File: src/rtl/half_adder.sv
// Bitwise half adder: combinational sum/carry per lane, a registered copy of both,
// and a saturating count of clock edges at which any lane produced a carry.
module half_adder #(
    parameter int WIDTH = 1,
    parameter int CNT_W = 8
) (
    input  logic             clk,
    input  logic             rst,
    input  logic [WIDTH-1:0] inA,
    input  logic [WIDTH-1:0] inB,
    output logic [WIDTH-1:0] outS,
    output logic [WIDTH-1:0] outC,
    output logic [WIDTH-1:0] outS_r,
    output logic [WIDTH-1:0] outC_r,
    output logic [CNT_W-1:0] carry_cnt
);

    logic [WIDTH-1:0] w_sum;
    logic [WIDTH-1:0] w_carry;
    logic             w_any_carry;
    logic             w_cnt_sat;

    logic [WIDTH-1:0] r_sum;
    logic [WIDTH-1:0] r_carry;
    logic [CNT_W-1:0] r_carry_cnt;

    // Each lane is its own cell; nothing crosses lane boundaries.
    for (genvar i = 0; i < WIDTH; i++) begin : g_lane
        assign w_sum[i]   = inA[i] ^ inB[i];
        assign w_carry[i] = inA[i] & inB[i];
    end

    assign w_any_carry = |w_carry;
    assign w_cnt_sat   = &r_carry_cnt;

    always_ff @(posedge clk) begin
        if (rst) begin
            r_sum       <= '0;
            r_carry     <= '0;
            r_carry_cnt <= '0;
        end else begin
            r_sum   <= w_sum;
            r_carry <= w_carry;
            // Hold at all-ones rather than wrapping back to zero.
            if (w_any_carry && !w_cnt_sat) begin
                r_carry_cnt <= r_carry_cnt + CNT_W'(1);
            end
        end
    end

    assign outS      = w_sum;
    assign outC      = w_carry;
    assign outS_r    = r_sum;
    assign outC_r    = r_carry;
    assign carry_cnt = r_carry_cnt;

endmodule

File: config.mk
export PLATFORM = sky130hd
export DESIGN_NAME = half_adder
export DESIGN_NICKNAME = d
export VERILOG_FILES = /design/src/rtl/half_adder.sv
export SDC_FILE = /design/constraint.sdc
export NUM_CORES = 1
export LEC_CHECK = 0
export CAP_MARGIN = 20
export CELL_PAD_IN_SITES_DETAIL_PLACEMENT = 0
export CELL_PAD_IN_SITES_GLOBAL_PLACEMENT = 1
export CORE_ASPECT_RATIO = 1.1
export CORE_MARGIN = 10
export CORE_UTILIZATION = 29
export DETAILED_ROUTE_END_ITERATION = 12
export PLACE_DENSITY = 0.72
export SETUP_SLACK_MARGIN = 0.15
export SKIP_LAST_GASP = 1
export SLEW_MARGIN = 0
export SYNTH_ARGS = -nofsm -noshare
export SYNTH_HDL_FRONTEND = slang
export SYNTH_SLANG_ARGS = --single-unit
export TNS_END_PERCENT = 10
File: constraint.sdc
create_clock -name clk -period 1.55 [get_ports clk]
set_clock_uncertainty 0.05 [all_clocks]
set_input_delay 0.2325 -clock clk [delete_from_list [all_inputs] [get_ports clk]]
set_output_delay 0.2325 -clock clk [all_outputs]
set_load 0.02 [all_outputs]
==> results.py, run 1 <==
metrics = {
    "clock_tree": {
        "cts_made_buffers": 3,
        "cts_max_level": 1,
        "cts_tree": "done",
        "root_buffer": "clkbuf_4",
        "clk_pin_slew_ns": 0.07,
        "cts_buffer_depth": 2,
        "cts.sinks": 10,
        "cts_setup_buffers": 0,
        "clk_latency_ns": 0.26,
    },
    "synth": {
        "ys_types": 24,
        "yosys_warnings": 0,
        "ys.flop_type": "dfxtp_1",
        "synthSimpleGateAreaFrac_pct": 23.3,
        "ys_ff_latch": 10,
        "synth-compound-area-share_pct": 17.1,
        "synth_top_area_share_pct": 38.0,
        "mappedNetlistArea_um2": 527,
        "yosysMostFrequentCell": "dfxtp_1",
        "async_reset_ff_share_pct": 0,
        "synth_top_family_by_area": "simple AND/OR/NAND/NOR gates",
        "syn_nets": 59,
        "synthCells": 53,
        "ys_top_cells_by_count": "10 x dfxtp_1, 6 x nor2b_1, 4 x mux2_4, 4 x nor2_1",
        "synth_adder_area_share_pct": 4.75,
        "yosys.area.top_type": "dfxtp_1",
        "synth_xor_area_share_pct": 0,
        "synthTopCellsByArea": "dfxtp_1 38%, mux2_4 11%, nor2b_1 7.1%, ha_1 4.8%, a21oi_2 3.3%",
        "yosysSeqAreaShare_pct": 38.0,
        "syn_area_per_cell_um2": 9.94,
        "synth.area.mux_share_pct": 13.3,
        "synth-edff-count": 0,
    },
    "die": {
        "die_area_um2": 3920,
        "die_y_um": 64.7,
        "start_util_pct": 29.9,
        "die-width_um": 60.6,
        "coreArea_um2": 1760,
        "rows": 16,
        "io_pins": 16,
    },
    "sta": {
        "hold_viol": 0,
        "fmax_mhz": 646,
        "setup_viol": 0,
        "setup_tns_ns": 0,
        "max_slew_margin_pct": 72.5,
        "fin_crit_ns": 1.55,
        "maxSlewViolCount": 0,
        "fin_crit_sh_pct": 99.8,
        "worstMarginPinSlew_ns": 0.411,
        "rsz0062_at_grt": "yes",
    },
    "power": {
        "peakVddDrop_mv": 0.396,
        "switchingPower_w": 0.000135,
        "power_density_nw_per_um2": 698,
        "clkPwrFrac_pct": 35.8,
        "pwr-share-seq_pct": 50.2,
        "p_comb_share_pct": 14.1,
        "power_w": 0.000538,
        "leakage_nw": 0.307,
        "switching_share_pct": 25.1,
        "intPower_w": 0.000403,
    },
    "critical_path": {
        "crit_path_start_kind": "input pin",
        "required_ns": 1.27,
        "path_class": "in2out",
        "cp_max_fo": 2,
        "worst_ep_arrival_time_ns": 1.27,
        "endpoint_kind": "output pin",
    },
    "grt": {
        "overflow": 0,
        "grt_pass1_wl_mm": 2.08,
        "grt_antenna_before_repair": 0,
        "grt_pass1_vias": 440,
        "grtUsageTotal_pct": 6.84,
        "grt_max_degree": 12,
    },
    "finish": {
        "nets": 81,
        "drive_gt1_share_pct": 33.8,
        "multi_input_area_um2": 327,
        "register_area_um2": 211,
        "n_fill_cell": 195,
        "num_antenna_cells": 0,
        "final_util_pct": 43.8,
        "stdcell_area_um2": 771,
        "area_growth_pct": 46.3,
    },
    "placement": {
        "gp_congestion": 0.742,
        "postPlaceCellArea_um2": 744,
        "port_buffers": 15,
        "post-dp-hpwl_um": 971,
    },
    "detailed_routing": {
        "vias_per_cell": 4.90,
        "drc": 0,
        "dr_total_vias": 451,
        "dr.pass1.iters": 3,
        "drt_wl_total_mm": 1.23,
        "ant_nets": 0,
        "dr.first_iter.drc_count": 5,
        "wire_per_inst_um": 13.4,
    },
    "outcome": {
        "outcome": "completed",
    },
    "hold_path": {
        "hold_class": "reg2reg",
    },
    "job": {
        "drv_cap": 0,
    },
}
==> repair_timing <==
item / in CTS / in global routing
hold buffers: 0 / 0
endpoints found under the setup margin: 18 / 19
resized for setup: 3 / 2
pin swaps: 0 / 0
==> power groups by stage <==
stage          Clock [W]  Sequential [W]  Combinational (W)
2_1_floorplan          0        0.000283          0.0000315
3_3_place_gp           0        0.000275          0.0000785
3_5_place_dp           0        0.000276          0.0000795
4_1_cts         0.000201        0.000270          0.0000766
5_1_grt         0.000217        0.000271          0.0000838
6_report        0.000192        0.000270          0.0000757
==> cell usage in the layout (no fill, tap or decap), types with 2 or more instances in the layout <==
cell / n
nand4_1: 2
clkdlybuf4s50_1: 11
dlygate4sd2_1: 2
dfxtp_2: 6
and4_1: 2
nor2_1: 4
clkbuf_4: 3
a21oi_2: 2
nand3_1: 2
buf_4: 4
a21oi_1: 3
nor2b_1: 6
nand2_1: 3
dfxtp_1: 3
mux2_4: 4
==> area by class of cell <==
type / instances / share of cell area (%)
Sequential cell: 10 / 27.4
Clock buffer: 4 / 3.41
Multi-Input combinational cell: 40 / 42.4
Timing Repair Buffer: 19 / 23.4
Inverter: 1 / 0.487
Tap cell: 18 / 2.92
==> worst max-delay path, cell delays in order <==
cell             delay [ns]
clkdlybuf4s50_1        0.41
ha_2                   0.32
clkdlybuf4s15_1        0.30
==> state kept, by name (all words and copies together), names as in the netlist <==
signal / cells
carry_cnt: 8
outC_r: 1
outS_r: 1
==> logic make-up (layout without fill, tap and decap cells) <==
family | count (synthesis) | after routing
compound gates | 11 | 11
fa+ha+maj | 2 | 2
buf+inv | 3 | 24
flops | 10 | 10
mux | 5 | 5
simple gates | 22 | 22
==> worst paths after layout <==
path / cells after the start / to / from / slack (ns)
max reg2reg: 4 / carry_cnt[5]$_SDFFE_PP0P_ / carry_cnt[0]$_SDFFE_PP0P_ / 0.12
max: 3 / outS / inA / 0.002
min: 2 / carry_cnt[1]$_SDFFE_PP0P_ / carry_cnt[1]$_SDFFE_PP0P_ / 0.46
min reg2reg: 2 / carry_cnt[1]$_SDFFE_PP0P_ / carry_cnt[1]$_SDFFE_PP0P_ / 0.46
==> layer usage <==
layer	vias to the layer above	global-route usage (%)	wire length [µm]
li1	234	-	-
met5	-	0	0
met4	0	3.30	9
met2	11	8.93	513
met3	2	4.48	148
met1	204	8.31	559
==> through the flow <==
stage / cells / setup slack, ns / hold slack, ns
finish: 92 / 0.00246 / 0.464
CTS: 92 / -0.0377 / 0.467
global placement: 88 / -0.288 / 0.435
floorplan: 53 / 0.151 / 0.432
global route: 92 / -0.0533 / 0.481
detailed placement: 88 / -0.308 / 0.457
Note: power is estimated with default switching activity, not from simulation.
==> run 2: changes to the inputs <==
CELL_PAD_IN_SITES_DETAIL_PLACEMENT = 1   (was 0)
CORE_UTILIZATION = 35   (was 29)
PLACE_DENSITY = 0.81   (was 0.72)
clock period = 2 ns   (was 1.55 ns; I/O delays follow)
==> run 2 against run 1 <==
- highest routed layer unchanged
- global-route usage is 1.1 points higher
- critical endpoint is now carry_cnt[2]
- largest cell class unchanged
- core utilization is 8.1 points higher
- worst setup slack better by 0.25 ns
- critical path type is now reg2out
==> results.py, run 2 (synthesis results as in run 1) <==
metrics = {
    "hold_path": {
        "hold_class": "reg2reg",
        "hold_start": "carry_cnt[1]$_SDFFE_PP0P_",
    },
    "die": {
        "die_area_um2": 3460,
        "coreArea_um2": 1400,
        "die-width_um": 57.0,
        "io_pins": 16,
        "start_util_pct": 37.6,
        "die_y_um": 60.7,
        "rows": 14,
    },
    "sta": {
        "fin_crit_ns": 1.75,
        "maxSlewViolCount": 0,
        "hold_viol": 0,
        "whs_ns": 0.475,
        "rsz0062_at_grt": "no",
        "fin_crit_sh_pct": 87.5,
        "fmax_mhz": 572,
        "setup_slack_ns": 0.251,
        "worstMarginPinSlew_ns": 0.478,
        "setup_tns_ns": 0,
        "max_slew_margin_pct": 68.0,
        "setup_viol": 0,
    },
    "power": {
        "leakage_nw": 0.288,
        "peakVddDrop_mv": 0.343,
        "power_density_nw_per_um2": 614,
    },
    "critical_path": {
        "cp_top_family": "buffers and inverters",
        "worst-path-buf-inv": 1,
        "crit_path_start_kind": "flip-flop",
        "cpMaxStageDelayCell": "clkdlybuf4s50_1",
        "path_cells": "clkdlybuf4s50_1",
        "cp_max_fo": 8,
        "crit_path_start": "carry_cnt[2]$_SDFFE_PP0P_",
        "endpoint_kind": "output pin",
        "required_ns": 1.65,
        "cpPeakStageDelay_ns": 0.67,
        "r2r-start": "carry_cnt[0]$_SDFFE_PP0P_",
        "path_class": "reg2out",
        "worst_ep_arrival_time_ns": 1.40,
    },
    "finish": {
        "n_fill_cell": 174,
        "nets": 78,
        "drive_gt1_share_pct": 19.7,
        "area_growth_pct": 38.0,
        "final_util_pct": 51.9,
        "num_antenna_cells": 0,
        "layout_commonest_cell": "clkdlybuf4s50_1",
        "largest_register_ffs": 8,
        "final_cell_mix": "13 x clkdlybuf4s50_1, 10 x dfxtp_1, 6 x nor2b_1",
    },
    "clock_tree": {
        "root_buffer": "clkbuf_4",
        "cts_buffer_depth": 2,
        "cts_setup_buffers": 0,
        "cts_tree": "done",
        "clk_pin_slew_ns": 0.07,
        "clk_latency_ns": 0.27,
        "cts_made_buffers": 3,
        "cts.sinks": 10,
        "cts_max_level": 1,
    },
    "job": {
        "drv_cap": 0,
    },
    "detailed_routing": {
        "dr.pass1.iters": 2,
        "drt_wl_total_mm": 1.28,
        "drc": 0,
        "dr.first_iter.drc_count": 2,
        "dr_total_vias": 456,
        "vias_per_cell": 5.24,
        "ant_nets": 0,
        "wire_per_inst_um": 14.7,
    },
    "placement": {
        "pre_cts_slack_ns": 0.0484,
        "port_buffers": 15,
        "post-dp-hpwl_um": 981,
        "gp_congestion": 0.746,
    },
    "grt": {
        "grt_antenna_before_repair": 0,
        "overflow": 0,
        "grt_pass1_vias": 482,
        "grtUsageTotal_pct": 7.94,
        "grt_max_degree": 14,
        "grt_pass1_wl_mm": 2.15,
    },
    "outcome": {
        "outcome": "completed",
    },
}
==> run 2: final timing paths <==
check	cells past startpoint	end	slack [ns]
min	2	carry_cnt[1]$_SDFFE_PP0P_	0.47
min reg2reg	2	carry_cnt[1]$_SDFFE_PP0P_	0.47
max	1	carry_cnt[2]	0.25
max reg2reg	4	carry_cnt[5]$_SDFFE_PP0P_	0.35
==> run 2: tightest hold or removal path, delay by kind of cell, from the launching register on <==
kind	cells	cell delay, ns
multiplexers	1	0.06
AND/OR/NAND/NOR	1	0.07
flip-flops	1	0.35
==> run 2: layer usage <==
| metal | vias up | global-route usage [%] | routed length, µm | share of wire, % |
|---|---|---|---|---|
| li1 | 231 | - | - | - |
| met1 | 211 | 7.76 | 566 | 44 |
| met2 | 10 | 13.0 | 584 | 46 |
| met3 | 4 | 3.76 | 98 | 7.7 |
| met4 | 0 | 6.04 | 25 | 2.0 |
| met5 | - | 0 | 0 | 0 |
==> run 2: area by class of cell <==
class / count / area, µm² / area share, %
timing repair buffer: 16 / 159 / 21.9
inverter: 1 / 3.75 / 0.516
multi-input combinational: 40 / 308 / 42.3
clock buffer: 4 / 36.3 / 4.99
sequential: 10 / 200 / 27.5
tap: 16 / 20.0 / 2.75
==> run 2: repair_timing <==
action                                  in CTS  in global routing
hold buffers                                 0                  0
resized for setup                            1                  1
cloned                                       0                  0
pin swaps                                    0                  0
endpoints found under the setup margin       2                  1
==> run 2: power by group <==
| part | internal [W] | total [W] | switching [W] | leakage (nW) |
|---|---|---|---|---|
| Combinational | 0.0000268 | 0.0000529 | 0.0000262 | 0.186 |
| Sequential | 0.000204 | 0.000208 | 0.00000415 | 0.0812 |
| Clock | 0.000111 | 0.000185 | 0.0000748 | 0.0210 |
| Total | 0.000341 | 0.000446 | 0.000105 | 0.288 |
==> run 2: per-stage QoR <==
stage               instances  total power [W]  area, µm²
floorplan                  53         0.000241        527
global placement           83         0.000267        689
detailed placement         83         0.000268        689
CTS                        87         0.000457        724
global route               87         0.000468        727
finish                     87         0.000446        727
